<file path="src/rtl/line_follow_ctrl.sv">
// line_follow_ctrl
//   Clocked line-follower motor controller. Synchronises and debounces the inductive line
//   sensors and the proximity sensor, decodes a steering command, sequences it through a
//   follow / obstacle / resume / search FSM and gates the H-bridge with a PWM enable.
// Ports
//   i_clk        system clock
//   i_reset      synchronous, active-high reset
//   i_enable     run request; low forces IDLE at the next edge
//   i_induct     raw line sensors (bit 0 rightmost), 1 = line, asynchronous
//   i_proxim     raw obstacle sensor, 1 = obstacle, asynchronous
//   i_speed      PWM duty, taken once per PWM period
//   o_motor_dir  {La,Lb,Ra,Rb}: STOP=0000 FWD=0110 LEFT=1010 RIGHT=0101
//   o_motor_pwm  H-bridge enable
//   o_state      IDLE=0 FOLLOW=1 OBST=2 RESUME=3 SEARCH=4
//   o_line_lost  high while searching for the line
module line_follow_ctrl #(
    parameter int unsigned N_SENSORS     = 3,
    parameter int unsigned DEBOUNCE      = 8,
    parameter int unsigned LOST_CYCLES   = 1024,
    parameter int unsigned RESUME_CYCLES = 256,
    parameter int unsigned PWM_W         = 8
) (
    input  logic                 i_clk,
    input  logic                 i_reset,
    input  logic                 i_enable,
    input  logic [N_SENSORS-1:0] i_induct,
    input  logic                 i_proxim,
    input  logic [PWM_W-1:0]     i_speed,
    output logic [3:0]           o_motor_dir,
    output logic                 o_motor_pwm,
    output logic [2:0]           o_state,
    output logic                 o_line_lost
);

    localparam int unsigned NI  = N_SENSORS + 1;        // line sensors plus proximity
    localparam int unsigned DBW = $clog2(DEBOUNCE + 1);
    localparam int unsigned CW  = $clog2(N_SENSORS) + 1;
    localparam int unsigned LW  = $clog2(LOST_CYCLES + 1);
    localparam int unsigned RW  = $clog2(RESUME_CYCLES + 1);
    localparam int          CTR = int'(N_SENSORS / 2);

    localparam logic [3:0] DIR_STOP  = 4'b0000;
    localparam logic [3:0] DIR_FWD   = 4'b0110;
    localparam logic [3:0] DIR_LEFT  = 4'b1010;
    localparam logic [3:0] DIR_RIGHT = 4'b0101;

    typedef enum logic [2:0] {
        StIdle   = 3'd0,
        StFollow = 3'd1,
        StObst   = 3'd2,
        StResume = 3'd3,
        StSearch = 3'd4
    } state_e;

    // ---------------------------------------------------------------- input path
    // Proximity rides along as the top bit so it gets the same sync + debounce.
    logic [NI-1:0]  r_sync1, r_sync2, r_filt;
    logic [DBW-1:0] r_db_cnt [NI];

    always_ff @(posedge i_clk) begin
        if (i_reset) begin
            r_sync1 <= '0;
            r_sync2 <= '0;
            r_filt  <= '0;
            for (int i = 0; i < NI; i++) r_db_cnt[i] <= '0;
        end else begin
            r_sync1 <= {i_proxim, i_induct};
            r_sync2 <= r_sync1;
            for (int i = 0; i < NI; i++) begin
                if (r_sync2[i] == r_filt[i]) begin
                    r_db_cnt[i] <= '0;
                end else if (r_db_cnt[i] == DBW'(DEBOUNCE - 1)) begin
                    // DEBOUNCE-th consecutive disagreeing sample: accept it.
                    r_filt[i]   <= r_sync2[i];
                    r_db_cnt[i] <= '0;
                end else begin
                    r_db_cnt[i] <= r_db_cnt[i] + DBW'(1);
                end
            end
        end
    end

    // ---------------------------------------------------------------- decode
    logic [N_SENSORS-1:0] w_line;
    logic                 w_prox;
    logic [CW-1:0]        w_cnt_l, w_cnt_r;
    logic                 w_none;
    logic [3:0]           w_dec;

    assign w_line = r_filt[N_SENSORS-1:0];
    assign w_prox = r_filt[NI-1];

    always_comb begin
        w_cnt_l = '0;
        w_cnt_r = '0;
        for (int i = 0; i < int'(N_SENSORS); i++) begin
            if (i > CTR) begin
                w_cnt_l = w_cnt_l + CW'(w_line[i]);
            end else if (i < CTR) begin
                w_cnt_r = w_cnt_r + CW'(w_line[i]);
            end
        end
        w_none = (w_line == '0);
        if (w_none) begin
            w_dec = DIR_STOP;
        end else if (w_cnt_l > w_cnt_r) begin
            w_dec = DIR_LEFT;
        end else if (w_cnt_r > w_cnt_l) begin
            w_dec = DIR_RIGHT;
        end else begin
            w_dec = DIR_FWD;
        end
    end

    // ---------------------------------------------------------------- FSM
    state_e        r_state;
    logic [3:0]    r_dir;
    logic [3:0]    r_last_turn;
    logic [LW-1:0] r_lost;
    logic [RW-1:0] r_resume;

    always_ff @(posedge i_clk) begin
        if (i_reset) begin
            r_state     <= StIdle;
            r_dir       <= DIR_STOP;
            r_last_turn <= DIR_RIGHT;
            r_lost      <= '0;
            r_resume    <= '0;
        end else if (!i_enable) begin
            r_state <= StIdle;
            r_dir   <= DIR_STOP;
        end else if (w_prox && (r_state inside {StFollow, StResume, StSearch})) begin
            r_state <= StObst;
            r_dir   <= DIR_STOP;
        end else begin
            case (r_state)
                StIdle: begin
                    r_state <= StFollow;
                    r_dir   <= DIR_STOP;
                    r_lost  <= '0;
                end
                StObst: begin
                    if (!w_prox) begin
                        r_state  <= StResume;
                        r_dir    <= DIR_FWD;
                        r_resume <= RW'(RESUME_CYCLES - 1);
                    end
                end
                StResume: begin
                    if (r_resume == '0) begin
                        r_state <= StFollow;
                        r_lost  <= '0;
                        if (!w_none) r_dir <= w_dec;
                    end else begin
                        r_resume <= r_resume - RW'(1);
                    end
                end
                StFollow: begin
                    if (w_none) begin
                        // Keep the previous command while the line is briefly absent.
                        if (r_lost == LW'(LOST_CYCLES - 1)) begin
                            r_state <= StSearch;
                            r_dir   <= r_last_turn;
                        end else begin
                            r_lost <= r_lost + LW'(1);
                        end
                    end else begin
                        r_lost <= '0;
                        r_dir  <= w_dec;
                        if (w_dec == DIR_LEFT || w_dec == DIR_RIGHT) r_last_turn <= w_dec;
                    end
                end
                StSearch: begin
                    if (!w_none) begin
                        r_state <= StFollow;
                        r_dir   <= w_dec;
                        r_lost  <= '0;
                    end else begin
                        r_dir <= r_last_turn;
                    end
                end
                default: begin
                    r_state <= StIdle;
                    r_dir   <= DIR_STOP;
                end
            endcase
        end
    end

    // ---------------------------------------------------------------- PWM
    logic [PWM_W-1:0] r_pwm_cnt, r_duty;

    always_ff @(posedge i_clk) begin
        if (i_reset) begin
            r_pwm_cnt <= '0;
            r_duty    <= '0;
        end else begin
            r_pwm_cnt <= r_pwm_cnt + PWM_W'(1);
            // Load on the wrap edge so the new duty covers the whole period from count 0.
            if (r_pwm_cnt == '1) r_duty <= i_speed;
        end
    end

    assign o_motor_pwm = (r_pwm_cnt < r_duty) && (r_state != StIdle) && (r_state != StObst);
    assign o_motor_dir = r_dir;
    assign o_state     = r_state;
    assign o_line_lost = (r_state == StSearch);

endmodule

</file>
<file path="config.mk">
export PLATFORM = sky130hd
export DESIGN_NAME = line_follow_ctrl
export DESIGN_NICKNAME = d
export VERILOG_FILES = /design/src/rtl/line_follow_ctrl.sv
export SDC_FILE = /design/constraint.sdc
export NUM_CORES = 1
export LEC_CHECK = 0
export CAP_MARGIN = 0
export CORE_AREA = 2 2 92 94
export CTS_CLUSTER_DIAMETER = 40
export DETAILED_ROUTE_END_ITERATION = 12
export DIE_AREA = 0 0 94 96
export PLACE_DENSITY = 0.65
export SETUP_SLACK_MARGIN = 0.02
export SLEW_MARGIN = 20
export SYNTH_ARGS = -nofsm -noshare
export SYNTH_HDL_FRONTEND = slang
export SYNTH_SLANG_ARGS = --single-unit
export TNS_END_PERCENT = 50
</file>
<file path="constraint.sdc">
create_clock -name i_clk -period 4.57 [get_ports i_clk]
set_input_delay 0.914 -clock i_clk [delete_from_list [all_inputs] [get_ports i_clk]]
set_output_delay 0.914 -clock i_clk [all_outputs]
set_load 0.1 [all_outputs]
</file>
======== Yosys cells after proc, flatten, opt, wreduce, memory -nomap -nowiden ========
Memories as Yosys holds them, arrays and structs flattened.
Cells that the tools add are included.
storage, ports and cells
  register bits ........................... 59
  memories ................................ 1
  input bits .............................. 15
  output and inout port bits .............. 9
  bits in writable memories ............... 16
  word-level logic and storage cells ...... 181
cells by class
  add/sub/neg operators ................... 7
  multiplexer cells ....................... 83
  bitwise gates (word level) .............. 19
  equality and inequality tests ........... 31
  reduce and logical (&&, ||, !) cells .... 23
  order comparisons ....................... 3
memory list
  memory    words  bits a word  rd ports  clocked after memory_dff  write ports  line  RTL
  r_db_cnt  4      4            4         0                         4            58    logic [DBW-1:0] r_db_cnt [NI];
operators by type and width
  operator                 count
  $mux W4                  20
  $mux W1                  46
  $mux W11                 4
  $pmux W11 S4             1
  $eq A4 B3 Y1 const B     5
  $reduce_and A5 Y1        4
  $mux W9                  2
  $pmux W9 S2              1
  $add A4 B1 Y4 const B    4
  $pmux W4 S4              1
  $mux W3                  5
  $pmux W3 S5              1
  $ne A3 B2 Y1 const B     4
  $or A1 B1 Y1             12
  $add A11 B1 Y11 const B  1
  $eq A11 B10 Y1 const B   1
  $ne A2 B2 Y1 const B     5
  $logic_not A9 Y1         1
  $sub A9 B1 Y9 const B    1
  $add A8 B1 Y8 const B    1
  $eq A8 B8 Y1 const B     1
  $lt A8 B8 Y1             1
  $reduce_and A2 Y1        4
  $not A1 Y1               7
  other kinds (20)         33

======== Logic depth before layout (Yosys ltp) ========
An unclocked memory read counts as a cell.
  depth after elaboration ................. 8
  mapped depth ............................ 8
  depth with buffers taken out ............ 7

======== Worst setup path after synthesis ========
Ideal clock, no wire load.
  path type ............................... reg-to-reg
  from .................................... register r_state[2] (netlist: o_state[2])
  to ...................................... register r_lost[2]
  path buffers ............................ 1
  required time ........................... 4.484 ns
  period minus slack after synthesis ...... 4.605 ns
  stages on the path, launching flop included .. 7
  arrival time ............................ 4.520 ns
  library setup time ...................... 0.086 ns
  path slack .............................. -0.035 ns
  cell sequence ........................... dfxtp_1 -> nor3b_1 -> o21ai_0 -> o311ai_1 -> buf_2 -> nor2_1 -> a211oi_1
between the ends
  word-level cells in the longest chain between the ends .. 5
  elaborated cells between the ends (all ways) .. 13
  classes of those cells .................. 6 x eq/ne; 1 x mux; 1 x bitwise; 5 x reduce/logical
ends and longest elaborated chain
  what                         line  RTL
  from (decl)                  116   state_e r_state;
  from (signal assigned)       124   r_state <= StIdle;
  from (signal assigned)       130   r_state <= StIdle;
  from (signal assigned)       133   r_state <= StObst;
  $eq A3 B3 Y1 *               -
  named net o_line_lost        32    output logic o_line_lost
  $reduce_bool A3 Y1           132   end else if (w_prox && (r_state inside {StFollow, StResume, StSearch})) begin
  $logic_and A1 B1 Y1          132
  $not A1 Y1 (no line)         -
  $reduce_and A6 Y1 (no line)  -
  to (signal assigned)         165   r_lost <= r_lost + LW'(1);
  to (decl)                    119   logic [LW-1:0] r_lost;
The timed path passes the listed nets; every way through them passes the cells marked *.
A chain may end at the register's enable or synchronous reset.

======== Worst setup path in the final report ========
  from .................................... register r_state[1] (netlist: o_state[1])
  to ...................................... output o_line_lost
between the ends
  word-level cells in the longest chain between the ends .. 1
ends and longest elaborated chain
  what          line  RTL
  $eq A3 B3 Y1  207   assign o_line_lost = (r_state == StSearch);
  to (decl)     32
No other way between the ends.

==> impl_metrics.tcl <==
set metrics [dict create \
    cts_buffers 9 \
    grt_overflow 0 \
    synth-edff-count 16 \
    ys.warnings.count 0 \
    rr_endpoint "o_motor_dir[2]$_SDFFE_PP0P_" \
    worst_setup_path_start_kind "register" \
    relSlewSlack_pct 35.47 \
    ff_latch_area_um2 1662 \
    setup_viol 0 \
    dr.pass1.iters 4 \
    clkLatencyLatePin_ns 0.35 \
    p_leak_nw 1.559 \
    preCtsSetupSlack_ns 1.601 \
    clk_pin_slew_ns 0.07 \
    fin_ws_ns 1.227 \
    die_h_um 96 \
    grt_max_degree 43 \
    core_region_area_um2 8051 \
    cap_violations 0 \
    synth_top_area_share_pct 31.76 \
    cts_resized 0 \
    finClkSkew_ns 0.003841 \
    critPathBufInv 1 \
    multiInputGateArea_um2 1982 \
    drc 0 \
    synthFlopType "dfxtp_1" \
    start_util_pct 46.18 \
    postCtsSetupBuffers 0 \
    drt.antenna.violating_nets 0 \
    outcome "complete, no violations" \
    gp_congestion 0.8441 \
    crit_required_ns 3.66 \
    vdd_drop_max_mv 0.1562 \
    finalHoldViolations 0 \
    netlist_area_um2 3719 \
    syn_avg_cell_area_um2 9.026 \
    grt_pass1_wl_mm 12.40 \
    power.total_mw 1.288 \
    critPathTopFamily "buffers and inverters" \
    nFillCells 772 \
    period_needed_ns 3.343 \
    grt_pass1_vias 2824 \
    drt_iter0_drc 115 \
    cp_max_fo 24 \
    slowest_stage "clkdlybuf4s50_1" \
    die_w_um 94 \
    dp_hpwl_mm 4.937 \
    slowest_delay_ns 1.18 \
    cts_tree "yes" \
    ys_async_sr_fraction_pct 0 \
    io_pins 24 \
    grt_usage_pct 17.29 \
    crit_type "register to output port" \
    cts_sinks 75 \
    slew_viol_final 0 \
    ys_seq_area_share_pct 44.68 \
    hp-start "r_sync1[1]$_SDFF_PP0_" \
    hold_path.class "register to register" \
    min_period_over_period_pct 73.14 \
    ys_seq_elements 75 \
    synthDistinctLibCells 53 \
    layout-drive-gt1-share_pct 5.556 \
    rr_worst_depth 7 \
    area_growth_pct 14.54 \
    h-tree-depth 3 \
    drt-vias-per-instance 5.314 \
    fp-row-count 33 \
    synth_area_leaders "dfxtp_1, edfxtp_1, nor2_1" \
    dieArea_um2 9024 \
    n_antenna_cell 0 \
    fmax_mhz 299.2 \
    antenna_found_initial 0 \
    nets 476 \
    p_per_area_nw_per_um2 302.3 \
    finalWirelength_mm 7.010 \
    crit_arrival_ns 2.43 \
    worst_pin_slew_ns 0.9649 \
    r2r_slack_ns 2.15 \
    rsz0062_at_grt "false" \
    wl_per_cell_um 12.63 \
    cts_root_buf "clkbuf_8" \
    hold_depth 1 \
    syn_inst 412 \
    cts_hold_buf 0 \
    crit_chain "nor3b_2 > clkdlybuf4s50_1" \
    setup_tns_ns 0 \
    io_buffers 23 \
    clockBufferDepth 2 \
    yosysTopAreaCell "dfxtp_1" \
    crit_path_end_kind "output port" \
    vias 2949 \
    r2r-start "r_resume[0]$_SDFFE_PP0P_" \
    whs_endpoint "r_sync2[1]$_SDFF_PP0_" \
]
[worst max-delay path by stage]
| stage | start | to | depth (start not counted) |
|---|---|---|---|
| CTS | o_state[1]$_SDFFE_PP0P_ | o_line_lost | 2 |
| global route | o_state[1]$_SDFFE_PP0P_ | o_line_lost | 2 |
| finish | o_state[1]$_SDFFE_PP0P_ | o_line_lost | 2 |
| global placement | o_state[1]$_SDFFE_PP0P_ | o_state[1] | 1 |
| detailed placement | o_state[1]$_SDFFE_PP0P_ | o_line_lost | 2 |
| floorplan | o_state[0]$_SDFFE_PP0P_ | o_motor_pwm | 5 |
[final cells by class]
type / instances / share of cell area (%)
inverter: 16 / 1.410
sequential: 75 / 39.01
timing repair buffer: 25 / 5.582
multi-input combinational: 318 / 46.53
clock buffer: 13 / 3.496
clock inverter: 3 / 0.8813
tap: 105 / 3.085
[cells by family after synthesis]
group	count (synthesis)	share of synthesized area, %
compound gates	79	12.65
xor+xnor	22	5.182
fa+ha+maj	16	5.384
buf+inv	34	3.668
flops	75	44.68
mux	15	4.105
other cells	1	0.1008
simple gates	170	24.23
[registers in the layout, summed over array words and instances (netlist names)]
signal	count
o_motor_dir	4
o_state	3
r_db_cnt	16
r_duty	8
r_filt	4
r_last_turn	4
r_lost	11
r_pwm_cnt	8
r_resume	9
r_sync1	4
r_sync2	4
[cell usage after synthesis, types with 10 or more instances]
cell type	n
nor2b_1	14
nand3_1	23
nor3_1	10
ha_1	16
nand2_1	13
clkbuf_1	14
o21ai_0	19
a21oi_1	33
nor2_1	55
mux2i_1	13
and3_1	10
dfxtp_1	59
edfxtp_1	16
xor2_1	13
inv_1	16
[where the power goes]
part	internal (mW)	switching, mW
combinational	0.0369	0.0530
clock	0.265	0.232
sequential	0.690	0.0119
total	0.991	0.296
[placed cells by master, fill, tap and decap left out, types with 10 or more instances in the layout]
cell	count
nor2_1	55
and3_1	10
nor3_1	10
xor2_1	13
clkbuf_8	10
a21oi_1	33
inv_1	16
mux2i_1	13
edfxtp_1	16
dfxtp_1	59
nor2b_1	14
clkdlybuf4s50_1	21
nand2_1	13
conb_1	16
nand3_1	23
o21ai_0	19
ha_1	16
[per-stage QoR]
step                      std cells  area (um^2)  hold slack, ns  utilization, %
after global routing            555         4259          0.4722           52.90
after CTS                       555         4259          0.4388           52.90
after floorplan                 427         3780          0.4138               -
final                           555         4259          0.4353           52.90
after global placement          539         4073          0.4170           50.58
after detailed placement        539         4073          0.4247           50.58
[worst register-to-register path, delay by kind of cell (launching register included)]
family / cells / cell delay [ns]
simple gates: 3 / 1.00
fa+ha+maj: 1 / 0.19
compound gates: 2 / 0.71
flops: 1 / 0.34
buf+inv: 1 / 0.06
[routing by layer]
metal	GRT usage (%)	wire length (um)	up-vias
met5	0	0	-
met4	7.609	136	0
met3	3.367	225	10
met2	28.75	3158	41
met1	21.93	3490	1377
li1	-	-	1521
Power figures use the tool's default switching activity.
